## src/rtl/periph_bus_arbiter_pkg.sv

```systemverilog
// Shared definitions for the peripheral bus arbiter: system memory map,
// slave indices, decode tables and the arbiter state encoding.
package periph_bus_arbiter_pkg;

  localparam int unsigned NUM_REQ = 2;
  localparam int unsigned NUM_SLV = 5;
  localparam int unsigned IDX_W   = 3;

  localparam int unsigned SLV_ROM   = 0;
  localparam int unsigned SLV_SPI   = 1;
  localparam int unsigned SLV_UART  = 2;
  localparam int unsigned SLV_CLINT = 3;
  localparam int unsigned SLV_RAM   = 4;

  localparam logic [31:0] ROM_BASE     = 32'h0000_0000;
  localparam logic [31:0] ROM_MASK     = 32'h0000_007F;
  localparam logic [31:0] SPI_BASE     = 32'h0010_0000;
  localparam logic [31:0] SPI_MASK     = 32'h000F_FFFF;
  localparam logic [31:0] UART_TX_BASE = 32'h0100_0000;
  localparam logic [31:0] UART_RX_BASE = 32'h0100_0010;
  localparam logic [31:0] CLINT_BASE   = 32'h0200_0000;
  localparam logic [31:0] CLINT_MASK   = 32'h0000_FFFF;
  localparam logic [31:0] RAM_BASE     = 32'h8000_0000;
  localparam logic [31:0] RAM_MASK     = 32'h000F_FFFF;

  // uart tx and rx share one select; the merged window spans both 16-byte blocks
  localparam logic [31:0] UART_BASE = UART_TX_BASE;
  localparam logic [31:0] UART_MASK = (UART_RX_BASE - UART_TX_BASE) * 2 - 1;

  localparam logic [NUM_SLV-1:0][31:0] SLV_BASE =
    {RAM_BASE, CLINT_BASE, UART_BASE, SPI_BASE, ROM_BASE};
  localparam logic [NUM_SLV-1:0][31:0] SLV_MASK =
    {RAM_MASK, CLINT_MASK, UART_MASK, SPI_MASK, ROM_MASK};

  typedef enum logic [1:0] {
    IDLE,
    ACCESS,
    RESP
  } arb_state_e;

endpackage

```

## src/rtl/periph_addr_decode.sv

```systemverilog
// Combinational memory-map decoder: one-hot slave hit (lowest index wins)
// plus an unmapped flag when no window matches.
module periph_addr_decode
  import periph_bus_arbiter_pkg::*;
(
  input  logic [31:0]        addr,
  output logic [NUM_SLV-1:0] hit,
  output logic               unmapped
);

  always_comb begin
    hit      = '0;
    unmapped = 1'b1;
    for (int unsigned k = 0; k < NUM_SLV; k++) begin
      if (unmapped && ((addr & ~SLV_MASK[k]) == SLV_BASE[k])) begin
        hit[k]   = 1'b1;
        unmapped = 1'b0;
      end
    end
  end

endmodule

```

## src/rtl/periph_bus_arbiter.sv

```systemverilog
// Two-requester round-robin arbiter for the uncached peripheral bus with
// address decode, single outstanding access, and unmapped/timeout errors.
module periph_bus_arbiter
  import periph_bus_arbiter_pkg::*;
#(
  parameter int unsigned num_req        = NUM_REQ,
  parameter int unsigned num_slv        = NUM_SLV,
  parameter int unsigned timeout_cycles = 1024,
  parameter int unsigned cnt_width      = 10
) (
  input  logic                        clock,
  input  logic                        reset,
  input  logic [num_req-1:0]          req_valid,
  input  logic [num_req-1:0][31:0]    req_addr,
  input  logic [num_req-1:0][31:0]    req_wdata,
  input  logic [num_req-1:0][3:0]     req_wstrb,
  output logic [num_req-1:0]          req_ready,
  output logic [31:0]                 req_rdata,
  output logic                        req_error,
  output logic [num_slv-1:0]          slv_valid,
  output logic [31:0]                 slv_addr,
  output logic [31:0]                 slv_wdata,
  output logic [3:0]                  slv_wstrb,
  input  logic [num_slv-1:0]          slv_ready,
  input  logic [num_slv-1:0][31:0]    slv_rdata
);

  arb_state_e             state_q, state_d;
  logic                   port_q, port_d;
  logic                   rr_last_q, rr_last_d;
  logic [IDX_W-1:0]       idx_q, idx_d;
  logic [31:0]            addr_q, addr_d;
  logic [31:0]            wdata_q, wdata_d;
  logic [3:0]             wstrb_q, wstrb_d;
  logic [31:0]            rdata_q, rdata_d;
  logic                   err_q, err_d;
  logic [cnt_width-1:0]   cnt_q, cnt_d;

  logic                   gnt;
  logic [31:0]            gnt_addr;
  logic [num_slv-1:0]     hit;
  logic                   unmapped;
  logic [IDX_W-1:0]       hit_idx;

  // On a tie the port that did not win last time is granted
  assign gnt      = (&req_valid) ? ~rr_last_q : req_valid[1];
  assign gnt_addr = req_addr[gnt];

  periph_addr_decode u_decode (
    .addr     (gnt_addr),
    .hit      (hit),
    .unmapped (unmapped)
  );

  always_comb begin
    hit_idx = '0;
    for (int unsigned k = 0; k < num_slv; k++) begin
      if (hit[k]) hit_idx = IDX_W'(k);
    end
  end

  always_ff @(posedge clock) begin
    if (reset) begin
      state_q   <= IDLE;
      port_q    <= 1'b0;
      rr_last_q <= 1'b1;
      idx_q     <= '0;
      addr_q    <= '0;
      wdata_q   <= '0;
      wstrb_q   <= '0;
      rdata_q   <= '0;
      err_q     <= 1'b0;
      cnt_q     <= '0;
    end else begin
      state_q   <= state_d;
      port_q    <= port_d;
      rr_last_q <= rr_last_d;
      idx_q     <= idx_d;
      addr_q    <= addr_d;
      wdata_q   <= wdata_d;
      wstrb_q   <= wstrb_d;
      rdata_q   <= rdata_d;
      err_q     <= err_d;
      cnt_q     <= cnt_d;
    end
  end

  always_comb begin
    state_d   = state_q;
    port_d    = port_q;
    rr_last_d = rr_last_q;
    idx_d     = idx_q;
    addr_d    = addr_q;
    wdata_d   = wdata_q;
    wstrb_d   = wstrb_q;
    rdata_d   = rdata_q;
    err_d     = err_q;
    cnt_d     = cnt_q;
    unique case (state_q)
      IDLE: begin
        if (|req_valid) begin
          port_d    = gnt;
          rr_last_d = gnt;
          cnt_d     = '0;
          if (unmapped) begin
            err_d   = 1'b1;
            rdata_d = '0;
            state_d = RESP;
          end else begin
            idx_d   = hit_idx;
            addr_d  = gnt_addr;
            wdata_d = req_wdata[gnt];
            wstrb_d = req_wstrb[gnt];
            state_d = ACCESS;
          end
        end
      end
      ACCESS: begin
        if (slv_ready[idx_q]) begin
          rdata_d = slv_rdata[idx_q];
          err_d   = 1'b0;
          state_d = RESP;
        end else if (cnt_q == cnt_width'(timeout_cycles - 1)) begin
          rdata_d = '0;
          err_d   = 1'b1;
          state_d = RESP;
        end else begin
          cnt_d = cnt_q + 1'b1;
        end
      end
      RESP: begin
        cnt_d   = '0;
        state_d = IDLE;
      end
      default: state_d = IDLE;
    endcase
  end

  always_comb begin
    slv_valid = '0;
    slv_addr  = '0;
    slv_wdata = '0;
    slv_wstrb = '0;
    req_ready = '0;
    req_rdata = '0;
    req_error = 1'b0;
    if (state_q == ACCESS) begin
      slv_valid[idx_q] = 1'b1;
      slv_addr         = addr_q;
      slv_wdata        = wdata_q;
      slv_wstrb        = wstrb_q;
    end
    if (state_q == RESP) begin
      req_ready[port_q] = 1'b1;
      req_rdata         = rdata_q;
      req_error         = err_q;
    end
  end

endmodule

```

## config.mk

```make
export PLATFORM = sky130hd
export DESIGN_NAME = periph_bus_arbiter
export DESIGN_NICKNAME = d
export VERILOG_FILES = /design/src/rtl/periph_bus_arbiter_pkg.sv /design/src/rtl/periph_addr_decode.sv /design/src/rtl/periph_bus_arbiter.sv
export SDC_FILE = /design/constraint.sdc
export NUM_CORES = 1
export LEC_CHECK = 0
export CAP_MARGIN = 20
export CORE_AREA = 5 5 158 160
export DETAILED_ROUTE_END_ITERATION = 16
export DIE_AREA = 0 0 163 165
export PLACE_DENSITY = 0.68
export SETUP_SLACK_MARGIN = 0.02
export SKIP_CTS_REPAIR_TIMING = 1
export SKIP_LAST_GASP = 1
export SLEW_MARGIN = 25
export SYNTH_ARGS = -nofsm -noshare
export SYNTH_HDL_FRONTEND = slang
export SYNTH_SLANG_ARGS = --single-unit
```

## constraint.sdc

```tcl
create_clock -name clock -period 6.8 [get_ports clock]
set_input_delay 2.04 -clock clock [delete_from_list [all_inputs] [get_ports clock]]
set_output_delay 2.04 -clock clock [all_outputs]
set_load 0.01 [all_outputs]
```

---- After elaboration in Yosys (flattened, before gate mapping) ----
Index checks and enable logic that the tools add are counted.
word-level totals
  register bits ........................... 118
  input port bits ......................... 305
  word-level logic and storage cells ...... 101
operators by class
  $add $sub $neg .......................... 1
  magnitude comparators ................... 5
  equality and inequality tests ........... 12
  muxes and demuxes ....................... 54
  bitwise gates (word level) .............. 2
  reduce and logical (&&, ||, !) cells .... 17
operator list
  operator                                                                      number
  32-bit 2-to-1 mux                                                             12
  32-bit binary-select mux with 3-bit select                                    1
  32-bit case mux with 2 select lines                                           1
  32-bit logical NOT                                                            1
  10-bit 2-to-1 mux                                                             3
  10-bit case mux with 3 select lines                                           1
  27-bit by 20-bit == test with 1-bit output, second input constant             1
  1-bit 2-to-1 mux                                                              19
  16-bit by 10-bit == test with 1-bit output, second input constant             1
  12-bit by 1-bit == test with 1-bit output, second input constant              1
  12-bit == test, second input constant                                         1
  4-bit 2-to-1 mux                                                              3
  10-bit by 1-bit adder with 10-bit output, second input constant               1
  10-bit == test, second input constant                                         1
  2-bit 2-to-1 mux                                                              5
  3-bit 2-to-1 mux                                                              3
  4-bit AND reduction                                                           2
  1-bit logical AND                                                             6
  2-bit inequality test, second input constant                                  3
  2-bit AND reduction                                                           3
  5-bit 2-to-1 mux                                                              1
  1-bit by 2-bit less-than comparator with 1-bit output, second input constant  2
  3-bit by 4-bit less-than comparator with 1-bit output, second input constant  1
  2-bit case mux with 2 select lines                                            1
  16 further kinds                                                              17

---- Logic depth before layout (Yosys ltp) ----
Gate-level depths: netlist of the first run.
  word-level depth ........................ 17
  gate-level depth with buffers ........... 11
  mapped depth without buffers ............ 7

---- Hierarchy ----
A second synthesis of the first run with hierarchy kept.
unflattened totals
  cells, all modules ...................... 890
  area total of the unflattened synthesis .. 7228.2 um2
modules (own cells, without submodules)
  module              instances  cells each  area each (um2)
  periph_bus_arbiter  1          865         7041.8
  periph_addr_decode  1          25          186.4

---- Worst setup path before layout of the first run ----
No wires, ideal clock.
  path kind ............................... input -> register
  from .................................... in req_addr[28] (netlist bit)
  to ...................................... reg addr_q[10]
  arrival ................................. 3.690 ns
  path slack .............................. 2.964 ns
  stages on the path ...................... 10
  buffers on the path ..................... 4
  cell sequence ........................... nor4_2 -> nand4_1 -> a221oi_2 -> or3_1 -> buf_2 -> and2_1 -> buf_2 -> buf_6 -> buf_6 -> a311oi_2
on the way
  word-level cells in the longest chain between the ends .. 14
  elaborated cells between the ends (all ways) .. 18
ends and longest elaborated chain
  item                                                      RTL line                  source
  start: declaration                                        periph_bus_arbiter.sv:14  input logic [num_req-1:0][31:0] req_addr,
  32-bit 2-to-1 mux (implied by the code) (*) (2 in a row)  periph_bus_arbiter.sv:47  assign gnt_addr = req_addr[gnt];
  32-bit logical NOT                                        periph_addr_decode.sv:15  if (unmapped && ((addr & ~SLV_MASK[k]) == SLV_BASE[k])) begin
  1-bit 2-to-1 mux                                          periph_addr_decode.sv:15
  1-bit logical AND                                         periph_addr_decode.sv:15
  1-bit 2-to-1 mux                                          periph_addr_decode.sv:15
  1-bit logical AND                                         periph_addr_decode.sv:15
  1-bit 2-to-1 mux                                          periph_addr_decode.sv:15
  1-bit logical AND                                         periph_addr_decode.sv:15
  1-bit 2-to-1 mux                                          periph_addr_decode.sv:15
  1-bit logical AND                                         periph_addr_decode.sv:15
  1-bit 2-to-1 mux (*)                                      periph_addr_decode.sv:15
  1-bit NOT (no line) (*)                                   --
  3-bit AND reduction (no line) (*)                         --
  end signal: assignment                                    periph_bus_arbiter.sv:79  addr_q <= addr_d;
  end: declaration                                          periph_bus_arbiter.sv:32  logic [31:0] addr_q, addr_d;
Every way passes the cells marked *; elsewhere a longest branch is shown, timed or not. The select of a mux whose other input is x is not followed.
A chain may end at the register's enable or synchronous reset.

---- Worst setup path after layout of the first run ----
  from .................................... in req_valid[1]
  to ...................................... reg addr_q[24]
on the way
  word-level cells in the longest chain between the ends .. 16
  elaborated cells between the ends (all ways) .. 21
ends and longest elaborated chain
  item                                                  RTL line                  source
  start: declaration                                    periph_bus_arbiter.sv:13  input logic [num_req-1:0] req_valid,
  2-bit AND reduction                                   periph_bus_arbiter.sv:46  assign gnt = (&req_valid) ? ~rr_last_q : req_valid[1];
  1-bit 2-to-1 mux                                      periph_bus_arbiter.sv:46
  32-bit 2-to-1 mux (implied by the code) (2 in a row)  periph_bus_arbiter.sv:47
  32-bit logical NOT                                    periph_addr_decode.sv:15
  1-bit 2-to-1 mux                                      periph_addr_decode.sv:15
  1-bit logical AND                                     periph_addr_decode.sv:15
  1-bit 2-to-1 mux                                      periph_addr_decode.sv:15
  1-bit logical AND                                     periph_addr_decode.sv:15
  1-bit 2-to-1 mux                                      periph_addr_decode.sv:15
  1-bit logical AND                                     periph_addr_decode.sv:15
  1-bit 2-to-1 mux                                      periph_addr_decode.sv:15
  1-bit logical AND                                     periph_addr_decode.sv:15
  1-bit 2-to-1 mux                                      periph_addr_decode.sv:15
  1-bit NOT (no line)                                   --
  3-bit AND reduction (no line)                         --
Parallel ways exist; a longest one is shown, timed or not. The select of a mux whose other input is x is not followed.

==> summary.txt, run 1 <==
Outcome
  – Status: finished clean

Setup path
  – Critical Path RT: 7.15 ns
  – Sequence of cells on the critical path: clkdlybuf4s50_1 > a21boi_4 > buf_4 > o21ai_1 > or3_2 > buf_4 > a21oi_1 > a22o_1
  – CP peak stage delay: 0.73 ns
  – Setup CP Type: in -> reg
  – Worst Path Arrival: 5.57 ns
  – Crit path max fanout: 60
  – Worst setup SP type: primary input
  – Crit path max-delay family: compound AO/OA/AOI/OAI gates
  – Most used cell, CP: buf_4
  – CP Buf/Inv Count: 3
  – Crit-path slowest cell: a21oi_1
  – CP endpoint kind: register

Placement
  – Final HPWL DP: 23.3 mm
  – Port Buffers: 412
  – Pre-CTS setup slack: 1.17 ns
  – RD Place Congestion: 0.904
  – Placed cell count: 1602

STA
  – Hold Violations, Final: 0
  – Setup-failing EPs final: 0
  – Fmax: 191 MHz
  – Post-layout min period: 5.23 ns
  – Slew headroom: 0.304
  – Slew Limit Fails: 0
  – Clock skew: 0.0100 ns
  – Worst-margin pin slew: 1.04 ns
  – Setup tns final: 0 ns
  – Worst Slack Setup Final: 1.57 ns
  – Tcrit/Tclk final: 0.768
  – RSZ-0062 raised after global routing: no

Detailed routing
  – DRC: 0
  – Routed wire per std cell: 18.9 um
  – Vias after detailed routing: 8202
  – Routed vias/inst: 5.02
  – Routed Antenna Nets: 0
  – Initial DRT Pass Iterations: 4
  – Number of DRC markers in iteration 0: 381
  – Final wirelength: 30.9 mm

Floorplanning
  – # IOs: 413
  – Die X: 163 um
  – Die area: 26900 um^2
  – Die Span Y: 165 um
  – FP Rows: 56
  – Core ar.: 23300 um^2
  – Starting density of the core: 0.311

Job
  – Max-cap violations: 0

Clock network
  – Clk_lat worst skew: 0.41 ns
  – Worst-path clk slew: 0.05 ns
  – CTS tree: built
  – Clock tree buffer depth: 2
  – Sink Count: 118
  – CTS H-tree depth: 4
  – CTS Root Cell: clkbuf_16
  – TritonCTS Buffers: 17

Synth
  – Ys flop type: dfxtp_1
  – YS warnings: 0
  – Net Count, Synth: 1247
  – Async S/R FF share, synth: 0
  – Cell count after synthesis: 941
  – Flops & latches, synth: 118
  – Synthesized area: 7240 um^2
  – Avg Cell Area, Syn: 7.69 um^2
  – Part of the Yosys area used for sequential elements: 0.326
  – Synth cell types: 57
  – Number of flops mapped to enable cells by yosys: 0

GRT
  – Total track usage: 0.219
  – Initial antenna violation count: 1
  – First-pass GRT wire length: 46.3 mm
  – Pin count of the biggest net entering global routing: 72
  – Vias in the first global route: 8419
  – Remaining Overflow, GRT: 0

Finish
  – Finished Layout Cells: 1634
  – Fin nets: 1608
  – Area Growth Syn to Fin: 67.2%
  – Layout cells sized above 1: 0.0639
  – Final Util: 0.520

Hold path
  – Worst min path class: reg -> reg

Power
  – Static Leak: 4.17 nW
  – VDD IR max: 146 uV
  – Power density over the cells: 155 nW/um^2
## sequential cells by signal, summed over array words and instances (netlist names)
signal and cells:
addr_q 32, port_q 1, err_q 1, wstrb_q 4
cnt_q 10, wdata_q 32, idx_q 3, rdata_q 32
rr_last_q 1, state_q 2
## per-stage QoR
stage / instance area (um^2) / hold WS (ns) / total power (W)
after floorplan: 7240 / 0.421 / 0.000805
after global placement: 11500 / 0.432 / 0.00102
after detailed placement: 11500 / 0.437 / 0.00102
after CTS: 12100 / 0.445 / 0.00190
after global routing: 12100 / 0.473 / 0.00195
final: 12100 / 0.444 / 0.00187
## power by group
group          internal (W)  switching, W  leakage [nW]  total [W]
Combinational      0.000193      0.000118          2.94   0.000311
Clock              0.000548      0.000318         0.274   0.000867
Sequential         0.000693    0.00000277         0.952   0.000696
Total               0.00143      0.000439          4.17    0.00187
## cell type report
type	count	area [um^2]
repair buffers	426	4220
well taps	319	399
clock inverters	7	71.3
diodes	1	2.50
multi-input cells	728	4490
clock buffers	24	502
inverters	11	41.3
flip-flops and latches	118	2370
fillers	2265	11200
## worst reg2reg max path: cells and delay by family (launching register included)
family,cells,cell delay [ns]
buffers and inverters,2,0.90
DFF,1,0.37
and+or+nand+nor,1,0.47
AOI/OAI and AO/OA,4,1.55
## cells in the mapped netlist, types with 7 or more instances
library cell	count	share of area
o21ai_0	44	0.030
dfxtp_1	118	0.33
xnor2_1	8	0.0097
nor2b_1	7	0.0061
a311oi_1	47	0.057
clkbuf_1	52	0.027
a21oi_1	82	0.057
and2_1	114	0.099
mux4_2	10	0.031
nand2_1	205	0.11
buf_1	7	0.0036
mux2i_1	49	0.068
buf_2	17	0.012
o22ai_1	23	0.020
nor4_1	7	0.0061
nor3_1	16	0.011
nor2_1	43	0.022
inv_1	11	0.0057
a311oi_2	10	0.021
nand3_1	9	0.0062
## metal layers
metal | track usage | wire length [um] | vias up
met1 | 0.249 | 11900 | 3755
met4 | 0.0778 | 778 | 0
met3 | 0.0739 | 2760 | 48
met2 | 0.382 | 15400 | 368
met5 | 0 | 0 | -
li1 | - | - | 4031
## layout by cell type, fill, tap and decap left out, types with 10 or more instances in the layout
master,instances
clkdlybuf4s50_1,411
nand2_1,205
dfxtp_1,116
and2_1,113
a21oi_1,82
mux2i_1,49
a311oi_1,47
o21ai_0,44
nor2_1,43
o22ai_1,23
clkbuf_16,17
nor3_1,15
buf_4,14
inv_1,11
mux4_2,10
a311oi_2,10
## cells by family after synthesis
| family | share of synthesized area |
|---|---|
| adders and majority gates | 0.00173 |
| muxes | 0.103 |
| and+or+nand+nor | 0.278 |
| xor gates and xnor gates | 0.0109 |
| DFF | 0.326 |
| buffers and inverters | 0.0579 |
| AOI/OAI and AO/OA | 0.223 |
## path summary, 6_finish.rpt
kind,start,to,slack [ns],cells past startpoint
hold / removal,rdata_q[3],rdata_q[3],0.44,2
hold reg to reg,rdata_q[3],rdata_q[3],0.44,2
setup reg to reg,rr_last_q,addr_q[24],3.46,7
setup / recovery,req_valid[1],addr_q[24],1.57,8
Power figures use the tool's default switching activity.
==> inputs of run 2 (changes only) <==
--- a/config.mk
+++ b/config.mk
@@ -6,10 +6,10 @@
 export NUM_CORES = 1
 export LEC_CHECK = 0
 export CAP_MARGIN = 20
-export CORE_AREA = 5 5 158 160
+export CORE_AREA = 5 5 155 157
 export DETAILED_ROUTE_END_ITERATION = 16
-export DIE_AREA = 0 0 163 165
-export PLACE_DENSITY = 0.68
+export DIE_AREA = 0 0 160 162
+export PLACE_DENSITY = 0.7
 export SETUP_SLACK_MARGIN = 0.02
 export SKIP_CTS_REPAIR_TIMING = 1
 export SKIP_LAST_GASP = 1
==> constraint.sdc (replaced) <==
create_clock -name clock -period 5.1 [get_ports clock]
set_input_delay 1.53 -clock clock [delete_from_list [all_inputs] [get_ports clock]]
set_output_delay 1.53 -clock clock [all_outputs]
set_load 0.01 [all_outputs]
==> summary.txt, run 2 (synthesis gave the netlist of run 1 again) <==
Outcome
  – Status: finished clean

Power
  – Power density over the cells: 210 nW/um^2
  – Static Leak: 4.21 nW
  – VDD IR max: 201 uV

Floorplanning
  – Die Span Y: 162 um
  – FP Rows: 55
  – Starting density of the core: 0.324
  – # IOs: 413
  – Core ar.: 22400 um^2
  – Die X: 160 um
  – Die area: 25900 um^2

Setup path
  – Crit path max-delay family: compound AO/OA/AOI/OAI gates
  – Most used cell, CP: buf_4
  – Worst setup SP type: primary input
  – Setup CP Type: in -> reg
  – CP Buf/Inv Count: 3
  – CP endpoint kind: register
  – Worst Path Arrival: 4.54 ns
  – Sequence of cells on the critical path: clkdlybuf4s50_1 > a21boi_4 > nand4_1 > a221oi_2 > o21ba_2 > buf_4 > a21oi_1 > buf_4 > a2bb2o_1
  – CP peak stage delay: 0.56 ns
  – Crit-path slowest cell: clkdlybuf4s50_1
  – Crit path max fanout: 58
  – Critical Path RT: 5.39 ns

Placement
  – Port Buffers: 412
  – Pre-CTS setup slack: 0.465 ns
  – RD Place Congestion: 0.872
  – Final HPWL DP: 23.5 mm

STA
  – Slew headroom: 0.372
  – Worst-margin pin slew: 0.942 ns
  – Worst Slack Setup Final: 0.850 ns
  – Tcrit/Tclk final: 0.833
  – Slew Limit Fails: 0
  – Setup-failing EPs final: 0
  – Setup tns final: 0 ns
  – Post-layout min period: 4.25 ns
  – Clock skew: 0.00697 ns
  – Hold Violations, Final: 0
  – RSZ-0062 raised after global routing: no
  – Fmax: 235 MHz

Finish
  – Most frequent cells in the layout: 411 x clkdlybuf4s50_1, 205 x nand2_1, 116 x dfxtp_1
  – Layout fillers: 2142
  – Area of the multi-input gates: 4490 um^2
  – Fin nets: 1611
  – Area Growth Syn to Fin: 67.3%
  – Final Util: 0.541
  – Layout cells sized above 1: 0.0675
  – Commonest non-fill, non-tap cell in the layout: clkdlybuf4s50_1
  – Antenna Cells: 0
  – Seq. cell area: 2370 um^2
  – Regs by FF count: addr_q: 32 flops, rdata_q: 32 flops, wdata_q: 32 flops

Hold path
  – Worst min path class: reg -> reg

Job
  – Max-cap violations: 0

Clock network
  – Clk_lat worst skew: 0.41 ns
  – Sink Count: 118
  – CTS H-tree depth: 4
  – CTS Root Cell: clkbuf_16
  – Clock tree buffer depth: 2
  – TritonCTS Buffers: 17
  – CTS tree: built
  – Worst-path clk slew: 0.05 ns

GRT
  – Pin count of the biggest net entering global routing: 72
  – Total track usage: 0.226
  – First-pass GRT wire length: 46.9 mm
  – Met1 Usage GRT: 0.252
  – Remaining Overflow, GRT: 0
  – Vias in the first global route: 8259
  – Met3 usage: 0.0774
  – M2 GR Usage: 0.408
  – Initial antenna violation count: 0
  – GRT busiest layer: met2

Detailed routing
  – Routed vias/inst: 5.18
  – Final wirelength: 30.9 mm
  – Initial DRT Pass Iterations: 7
  – DRC: 0
  – Routed Antenna Nets: 0
  – Vias after detailed routing: 8299
  – Number of DRC markers in iteration 0: 442
  – Routed wire per std cell: 19.3 um
run 2: cell types whose count changed in the layout (fill, tap and decap cells not counted):
cell and change:
clkbuf_1 -1, clkinv_2 +3, nor3b_2 +1, clkinv_4 +2
diode_2 -1, buf_4 +2, clkbuf_8 -4, clkbuf_16 +1
bufinv_16 +1, buf_12 +1, nor3b_4 -1, clkinvlp_4 -1
run 2: stage by stage:
stage	std cells	hold WS [ns]	instance area (um^2)	total power (W)
global placement	1571	0.432	11500	0.00136
finish	1603	0.441	12100	0.00254
CTS	1603	0.445	12100	0.00257
floorplan	941	0.421	7240	0.00107
global route	1603	0.465	12100	0.00264
detailed placement	1571	0.437	11500	0.00136
run 2: layout make-up:
class | instances | area share
inverters | 11 | 0.00341
clock buffers | 20 | 0.0387
well taps | 285 | 0.0295
clock inverters | 12 | 0.0104
multi-input cells | 728 | 0.371
repair buffers | 429 | 0.352
flip-flops and latches | 118 | 0.196
run 2: worst paths after layout:
| path | depth (start not counted) | endpoint | slack (ns) | start |
|---|---|---|---|---|
| max reg2reg | 7 | cnt_q[6] | 2.10 | idx_q[0] |
| max | 9 | idx_q[1] | 0.85 | req_valid[0] |
| min reg2reg | 2 | rdata_q[3] | 0.44 | rdata_q[3] |
| min | 2 | rdata_q[3] | 0.44 | rdata_q[3] |
run 2: power by group:
part,leakage [nW],switching [W],internal [W]
combinational,2.96,0.000157,0.000258
sequential,0.952,0.00000332,0.000924
clock,0.291,0.000441,0.000759
total,4.21,0.000601,0.00194
run 2: layer usage:
layer	vias up	wire (um)
li1	4051	-
met2	362	15600
met4	0	685
met1	3847	11900
met5	-	0
met3	39	2760
run 2: worst min-delay path: stages, from the launching register on:
cell	delay [ns]
dfxtp_1	0.30
nand2_1	0.05
o21ai_1	0.05
==> inputs of run 3 (changes only) <==
--- a/config.mk
+++ b/config.mk
@@ -6,10 +6,10 @@
 export NUM_CORES = 1
 export LEC_CHECK = 0
 export CAP_MARGIN = 20
-export CORE_AREA = 5 5 155 157
+export CORE_AREA = 5 5 159 161
 export DETAILED_ROUTE_END_ITERATION = 16
-export DIE_AREA = 0 0 160 162
-export PLACE_DENSITY = 0.7
+export DIE_AREA = 0 0 164 166
+export PLACE_DENSITY = 0.69
 export SETUP_SLACK_MARGIN = 0.02
 export SKIP_CTS_REPAIR_TIMING = 1
 export SKIP_LAST_GASP = 1
==> constraint.sdc (replaced) <==
create_clock -name clock -period 3.6 [get_ports clock]
set_input_delay 1.08 -clock clock [delete_from_list [all_inputs] [get_ports clock]]
set_output_delay 1.08 -clock clock [all_outputs]
set_load 0.01 [all_outputs]
==> summary.txt, run 3 (synthesis gave the netlist of run 1 again) <==
Setup path
  – Worst setup SP type: register
  – CP peak stage delay: 0.56 ns
  – Crit path max-delay family: buffers and inverters
  – Critical path startpoint: state_q[0]
  – Crit-path slowest cell: clkdlybuf4s50_1
  – CP endpoint kind: output pin
  – Setup CP Type: reg -> out
  – Worst Path Arrival: 2.20 ns
  – Critical R2R Launch: idx_q[1]
  – Critical Path RT: 2.52 ns
  – Crit path max fanout: 49
  – Sequence of cells on the critical path: nor2b_4 > buf_12 > and2_1 > clkdlybuf4s50_1
  – CP Buf/Inv Count: 2

Placement
  – Port Buffers: 412
  – Total placed instance area: 11800 um^2
  – Final HPWL DP: 24.0 mm
  – RD Place Congestion: 0.906
  – Pre-CTS setup slack: 0.0395 ns

Clock network
  – TritonCTS Buffers: 17
  – Clock tree buffer depth: 2
  – Clk_lat worst skew: 0.41 ns
  – CTS H-tree depth: 4
  – Worst-path clk slew: 0.06 ns
  – CTS Root Cell: clkbuf_16
  – Sink Count: 118
  – CTS tree: built

Detailed routing
  – Vias after detailed routing: 8359
  – Routed wire per std cell: 18.4 um
  – Final wirelength: 30.7 mm
  – DRC: 0
  – Routed Antenna Nets: 0
  – Number of DRC markers in iteration 0: 297
  – Initial DRT Pass Iterations: 5
  – Routed vias/inst: 5.02

Floorplanning
  – # IOs: 413
  – FP Rows: 57
  – Core ar.: 23800 um^2
  – Die X: 164 um
  – Starting density of the core: 0.304
  – Die area: 27200 um^2
  – Die Span Y: 166 um

STA
  – Hold Violations, Final: 0
  – Fmax: 305 MHz
  – Worst Slack Setup Final: 0.322 ns
  – Worst-margin pin slew: 0.911 ns
  – Setup-failing EPs final: 0
  – Post-layout min period: 3.28 ns
  – Slew headroom: 0.393
  – RSZ-0062 raised after global routing: no
  – Tcrit/Tclk final: 0.911
  – Setup tns final: 0 ns
  – Clock skew: 0.00686 ns
  – Slew Limit Fails: 0

Finish
  – Regs by FF count: addr_q: 32 flops, rdata_q: 32 flops, wdata_q: 32 flops
  – Layout cells sized above 1: 0.0835
  – Most frequent cells in the layout: 411 x clkdlybuf4s50_1, 205 x nand2_1, 116 x dfxtp_1
  – Commonest non-fill, non-tap cell in the layout: clkdlybuf4s50_1
  – Final instance area: 12500 um^2
  – Fin nets: 1634
  – Area Growth Syn to Fin: 72.2%

GRT
  – Total track usage: 0.214
  – Pin count of the biggest net entering global routing: 54
  – Remaining Overflow, GRT: 0
  – Initial antenna violation count: 1
  – First-pass GRT wire length: 46.5 mm
  – Vias in the first global route: 8509

Hold path
  – Hold Startpoint: rdata_q[21]
  – Worst min path class: reg -> reg

Power
  – Static Leak: 4.37 nW
  – VDD IR max: 279 uV
  – Power density over the cells: 310 nW/um^2

Outcome
  – Status: finished clean

Job
  – Max-cap violations: 0
==> run 3: final cells by class <==
| type | count | area [um^2] |
|---|---|---|
| Fill cell | 2309 | 11400 |
| Multi-Input combinational cell | 728 | 4490 |
| Timing Repair Buffer | 452 | 4480 |
| Sequential cell | 118 | 2370 |
| Clock buffer | 19 | 464 |
| Tap cell | 324 | 405 |
| Clock inverter | 13 | 216 |
| Inverter | 11 | 41.3 |
| Antenna cell | 1 | 2.50 |
==> run 3: power by group <==
group          switching, W  total, W  internal [W]
clock network      0.000652   0.00195       0.00130
registers        0.00000522   0.00131       0.00131
logic              0.000228  0.000604      0.000376
total              0.000885   0.00387       0.00298
==> run 3: tightest hold or removal path: stages, from the launching register on <==
cell     delay (ns)
dfxtp_1        0.30
nand2_1        0.05
o21ai_1        0.05
==> run 3: per-layer routing <==
layer	track usage	share of wire	routed length, um
met5	0	0	0
met4	0.0784	0.029	906
met3	0.0688	0.091	2800
met2	0.373	0.49	15100
met1	0.243	0.39	11900
==> run 3: stage by stage <==
stage	utilization	total power [W]	hold slack (ns)	instances
final	0.523	0.00387	0.446	1666
after CTS	0.523	0.00391	0.447	1665
after global routing	0.523	0.00400	0.462	1666
after detailed placement	0.495	0.00195	0.438	1633
after global placement	0.495	0.00194	0.431	1633
after floorplan	-	0.00152	0.421	941
==> run 3: final timing paths <==
path         cells after the start  slack (ns)            to
min reg2reg                      2        0.45   rdata_q[21]
min                              2        0.45   rdata_q[21]
max                              4        0.32  slv_wdata[4]
max reg2reg                      8        0.95         err_q
